$ cat config.mk
export PLATFORM = sky130hd
export DESIGN_NAME = imem_fetch_unit
export DESIGN_NICKNAME = d
export VERILOG_FILES = /design/src/rtl/imem_fetch_unit.sv
export SDC_FILE = /design/constraint.sdc
export NUM_CORES = 1
export LEC_CHECK = 0
export BUFFER_PORTS_ARGS = -buffer_cell sky130_fd_sc_hd__buf_2
export CAP_MARGIN = 20
export CELL_PAD_IN_SITES_DETAIL_PLACEMENT = 1
export CELL_PAD_IN_SITES_GLOBAL_PLACEMENT = 1
export CORE_MARGIN = 1.5
export CORE_UTILIZATION = 47
export DETAILED_ROUTE_END_ITERATION = 8
export PLACE_DENSITY_LB_ADDON = 0.1
export SLEW_MARGIN = 20
export SYNTH_ARGS = -nofsm -noshare
export SYNTH_HDL_FRONTEND = slang
export SYNTH_SLANG_ARGS = --single-unit
$ cat constraint.sdc
create_clock -name clk -period 8.4 [get_ports clk]
set_input_delay 1.68 -clock clk [delete_from_list [all_inputs] [get_ports clk]]
set_output_delay 1.68 -clock clk [all_outputs]
set_load 0.03 [all_outputs]
$ cat src/rtl/imem_fetch_unit.sv
// Instruction-fetch initiator: owns the fetch PC, buffers two ROM words with their PCs, and handles redirects.
// Optional FETCH_PERF_EN adds fetch_cnt/stall_cnt performance counters.
module imem_fetch_unit #(
    parameter logic [31:0] RESET_PC = 32'h0040_0000,
    parameter int          ADDR_W   = 11
) (
    input  logic              clk,
    input  logic              rst,
    output logic [ADDR_W-1:0] imem_addr,
    input  logic [31:0]       imem_instr,
    input  logic              redirect_valid,
    input  logic [31:0]       redirect_pc,
    output logic              out_valid,
    input  logic              out_ready,
    output logic [31:0]       out_instr,
    output logic [31:0]       out_pc,
    output logic              fault
`ifdef FETCH_PERF_EN
    ,
    output logic [31:0]       fetch_cnt,
    output logic [31:0]       stall_cnt
`endif
);

    logic [31:0] r_fetch_pc, r_pc0, r_instr0, r_pc1, r_instr1;
    logic [1:0]  r_count;
    logic        r_valid, r_fault;

    logic [31:0] w_fetch_pc, w_pc0, w_instr0, w_pc1, w_instr1;
    logic [1:0]  w_count;
    logic        w_fault, w_pop, w_enq;

    assign w_pop     = r_valid && out_ready;
    assign w_enq     = !redirect_valid && !r_fault && ((r_count != 2'd2) || w_pop);
    assign imem_addr = r_fetch_pc[ADDR_W+1:2];
    assign out_valid = r_valid;
    assign out_instr = r_instr0;
    assign out_pc    = r_pc0;
    assign fault     = r_fault;

    always_comb begin
        w_fetch_pc = r_fetch_pc;
        w_pc0      = r_pc0;
        w_instr0   = r_instr0;
        w_pc1      = r_pc1;
        w_instr1   = r_instr1;
        w_count    = r_count;
        w_fault    = r_fault;
        if (redirect_valid) begin
            // Redirect flushes everything, including a head consumed this same edge.
            w_count    = 2'd0;
            w_fetch_pc = redirect_pc;
            w_fault    = |redirect_pc[1:0];
        end else begin
            if (w_enq) begin
                w_fetch_pc = r_fetch_pc + 32'd4;
            end
            unique case (r_count)
                2'd0: begin
                    if (w_enq) begin
                        w_pc0    = r_fetch_pc;
                        w_instr0 = imem_instr;
                        w_count  = 2'd1;
                    end
                end
                2'd1: begin
                    if (w_pop && w_enq) begin
                        w_pc0    = r_fetch_pc;
                        w_instr0 = imem_instr;
                    end else if (w_pop) begin
                        w_count = 2'd0;
                    end else if (w_enq) begin
                        w_pc1    = r_fetch_pc;
                        w_instr1 = imem_instr;
                        w_count  = 2'd2;
                    end
                end
                2'd2: begin
                    if (w_pop) begin
                        w_pc0    = r_pc1;
                        w_instr0 = r_instr1;
                        if (w_enq) begin
                            w_pc1    = r_fetch_pc;
                            w_instr1 = imem_instr;
                        end else begin
                            w_count = 2'd1;
                        end
                    end
                end
                default: w_count = 2'd0;
            endcase
        end
    end

    always_ff @(posedge clk or posedge rst) begin
        if (rst) begin
            r_fetch_pc <= RESET_PC;
            r_pc0      <= 32'd0;
            r_instr0   <= 32'd0;
            r_pc1      <= 32'd0;
            r_instr1   <= 32'd0;
            r_count    <= 2'd0;
            r_valid    <= 1'b0;
            r_fault    <= 1'b0;
        end else begin
            r_fetch_pc <= w_fetch_pc;
            r_pc0      <= w_pc0;
            r_instr0   <= w_instr0;
            r_pc1      <= w_pc1;
            r_instr1   <= w_instr1;
            r_count    <= w_count;
            r_valid    <= (w_count != 2'd0);
            r_fault    <= w_fault;
        end
    end

`ifdef FETCH_PERF_EN
    logic [31:0] r_fetch_cnt, r_stall_cnt;
    logic        w_stall;

    // A stall is a full buffer that neither drains nor gets flushed this edge.
    assign w_stall   = (r_count == 2'd2) && !w_pop && !redirect_valid;
    assign fetch_cnt = r_fetch_cnt;
    assign stall_cnt = r_stall_cnt;

    always_ff @(posedge clk or posedge rst) begin
        if (rst) begin
            r_fetch_cnt <= 32'd0;
            r_stall_cnt <= 32'd0;
        end else begin
            if (w_enq) begin
                r_fetch_cnt <= r_fetch_cnt + 32'd1;
            end
            if (w_stall) begin
                r_stall_cnt <= r_stall_cnt + 32'd1;
            end
        end
    end
`endif

endmodule

==> flow_metrics.env <==
export IMPL_grt_max_degree=91
export IMPL_dr_pass1_iters=4
export IMPL_synth_edf_count=0
export IMPL_worst_skew_pair_late_latency_ns=0.43
export IMPL_p_per_area_nw_per_um2=301
export IMPL_nNetsFinal=926
export IMPL_status="finished, final reports clean"
export IMPL_reg2reg_setup_slack_ns=5.30
export IMPL_grt_ovfl_total=0
export IMPL_cts_tree="yes"
export IMPL_track_usage_pct=24.3
export IMPL_final_common_cell="nand2_1"
export IMPL_cts_num_sinks=164
export IMPL_synth_ff_latch_count=164
export IMPL_cap_violations=0
export IMPL_ios=145
export IMPL_die_height_um=133
export IMPL_layout_common_cells="nand2_1, dfrtp_1, buf_2"
export IMPL_via_per_inst=5.56
export IMPL_postCtsSetupRepairBufs=0
export IMPL_hold_viol=0
export IMPL_drc=0
export IMPL_finalSetupViolations=0
export IMPL_post_route_period_util_pct=44.3
export IMPL_vias=6062
export IMPL_synthCells=744
export IMPL_cts_root_buf="clkbuf_16"
export IMPL_initial_core_util_pct=47.9
export IMPL_portBuffers=144
export IMPL_rsz0062_at_grt="false"
export IMPL_p_leak_nw=4.30
export IMPL_dpl_hpwl_um=13500
export IMPL_hold_path_class="flip-flop to flip-flop"
export IMPL_drt_iter0_markers=310
export IMPL_avgRoutedWirePerCell_um=18.7
export IMPL_yosysWarnings=0
export IMPL_cp_arrival_ns=4.03
export IMPL_worst_pin_slew_ns=0.982
export IMPL_cts_inserted_buffers=17
export IMPL_synth_nets=813
export IMPL_crit_type="input pin to flip-flop"
export IMPL_relSlewSlack_pct=34.1
export IMPL_min_period_ns=3.72
export IMPL_gp_congestion=0.778
export IMPL_cts_hold_buffers_added=0
export IMPL_drive_gt1_share_pct=33.9
export IMPL_final_max_slew_viol_count=0
export IMPL_max_freq_mhz=269
export IMPL_synthFlopType="dfrtp_1"
export IMPL_synth_area_um2=7880
export IMPL_ys_types=56
export IMPL_die_w_um=133
export IMPL_grt_pass1_vias=6593
export IMPL_cts_resized=0
export IMPL_die_area_um2=17600
export IMPL_grt_first_pass_wirelength_um=33700
export IMPL_critPathLaunchType="input pin"
export IMPL_ir_drop_mv=0.142
export IMPL_path_max_fanout=46
export IMPL_seq_area_frac_synth_pct=52.1
export IMPL_async_flop_share_pct=100
export IMPL_area_delta_synth_final_pct=17.6
export IMPL_cp_end_kind="flip-flop"
export IMPL_cp_required_ns=8.71
export IMPL_syn_avg_cell_area_um2=10.6
export IMPL_coreArea_um2=16500
export IMPL_clk_path_buf_depth=2
export IMPL_grt_antenna_before_repair=1
export IMPL_cts_htree_levels=4
export IMPL_n_fill_cell=1822
export IMPL_fin_setup_tns_ns=0
export IMPL_ant_nets=0
export IMPL_fin_skew_ns=0.00691
export IMPL_holdWs_ns=0.481
export IMPL_clkTransAtPathRegs_ns=0.06
export IMPL_rows=47
export IMPL_routed_wirelength_um=20400
-- registers in the layout (all words and copies together) (netlist names) --
register	cells
out_valid	1
r_fetch_pc	32
r_pc1	32
r_instr1	32
out_pc	32
r_count	2
out_instr	32
fault	1
-- metal layers --
| layer | share of wire, % | global-route usage [%] | vias to the layer above |
|---|---|---|---|
| met2 | 50 | 42.1 | 126 |
| met5 | 0 | 0 | - |
| li1 | - | - | 2794 |
| met3 | 3.0 | 4.37 | 33 |
| met4 | 2.6 | 9.28 | 0 |
| met1 | 44 | 30.4 | 3109 |
-- layout make-up --
cell class                      instances  area (um^2)  share of cell area, %
Antenna cell                            1         2.50                 0.0270
Clock buffer                           23          488                   5.26
Clock inverter                          8          146                   1.58
Inverter                                7         31.3                  0.337
Multi-Input combinational cell        517         3460                   37.3
Sequential cell                       164         4110                   44.3
Tap cell                              220          275                   2.97
Timing Repair Buffer                  150          766                   8.26
-- stage by stage --
| step | worst slack, ns | power, mW | std cells | instance area [um^2] | utilization [%] |
|---|---|---|---|---|---|
| 3_3_place_gp | 4.33 | 1.92 | 1057 | 8630 | 52.4 |
| 3_5_place_dp | 4.25 | 1.97 | 1058 | 8640 | 52.4 |
| 4_1_cts | 4.68 | 2.81 | 1089 | 9270 | 56.3 |
| 2_1_floorplan | 2.29 | 1.73 | 744 | 7880 | - |
| 6_report | 4.68 | 2.79 | 1090 | 9270 | 56.3 |
| 5_1_grt | 4.52 | 2.92 | 1090 | 9270 | 56.3 |
-- cells by family after synthesis --
group	Yosys count	synth area share, %
simple gates	301	17.4
buf+inv	63	4.14
flops	164	52.1
compound gates	77	6.71
xor+xnor	6	0.667
mux	132	18.8
fa+ha+maj	1	0.159
-- cells in the mapped netlist, drive strengths merged (3+ instances only) --
library cell,number,area [um^2]
nand2,206,781
dfrtp,163,4080
mux2,130,1460
buf,38,231
nor2,21,78.8
o21ai,20,104
a31oi,18,113
clkbuf,18,68.8
or4,17,128
o31ai,16,120
nand4,13,87.6
nand3,12,72.6
a21oi,8,51.3
inv,6,22.5
and2,5,31.3
and4,5,46.3
nor2b,5,31.3
xnor2,5,43.8
nand2b,4,27.5
or3,4,25.0
and3,3,18.8
-- critical path, cell delays in order --
cell	delay, ns
buf_2	0.59
nor2_1	0.17
nand2_2	0.47
buf_4	0.64
mux2_2	0.41
-- path summary, 6_finish.rpt --
check / start / to / cells past startpoint
max in group asynchronous: rst / out_pc[16]$_DFFE_PP0P_ / 3
worst max-delay path: redirect_valid / r_instr1[1]$_DFFE_PP0P_ / 5
worst max register to register: r_count[0]$_DFF_PP0_ / r_instr1[1]$_DFFE_PP0P_ / 5
worst min-delay path: out_instr[29]$_DFFE_PP0P_ / out_instr[29]$_DFFE_PP0P_ / 1
worst min register to register: out_instr[29]$_DFFE_PP0P_ / out_instr[29]$_DFFE_PP0P_ / 1
min in group asynchronous: rst / out_instr[14]$_DFFE_PP0P_ / 2
-- where the power goes --
part | internal [mW] | switching (mW)
Combinational | 0.297 | 0.462
Clock | 0.528 | 0.308
Sequential | 1.04 | 0.151
Total | 1.87 | 0.920
Note: power is estimated with default switching activity, not from simulation.
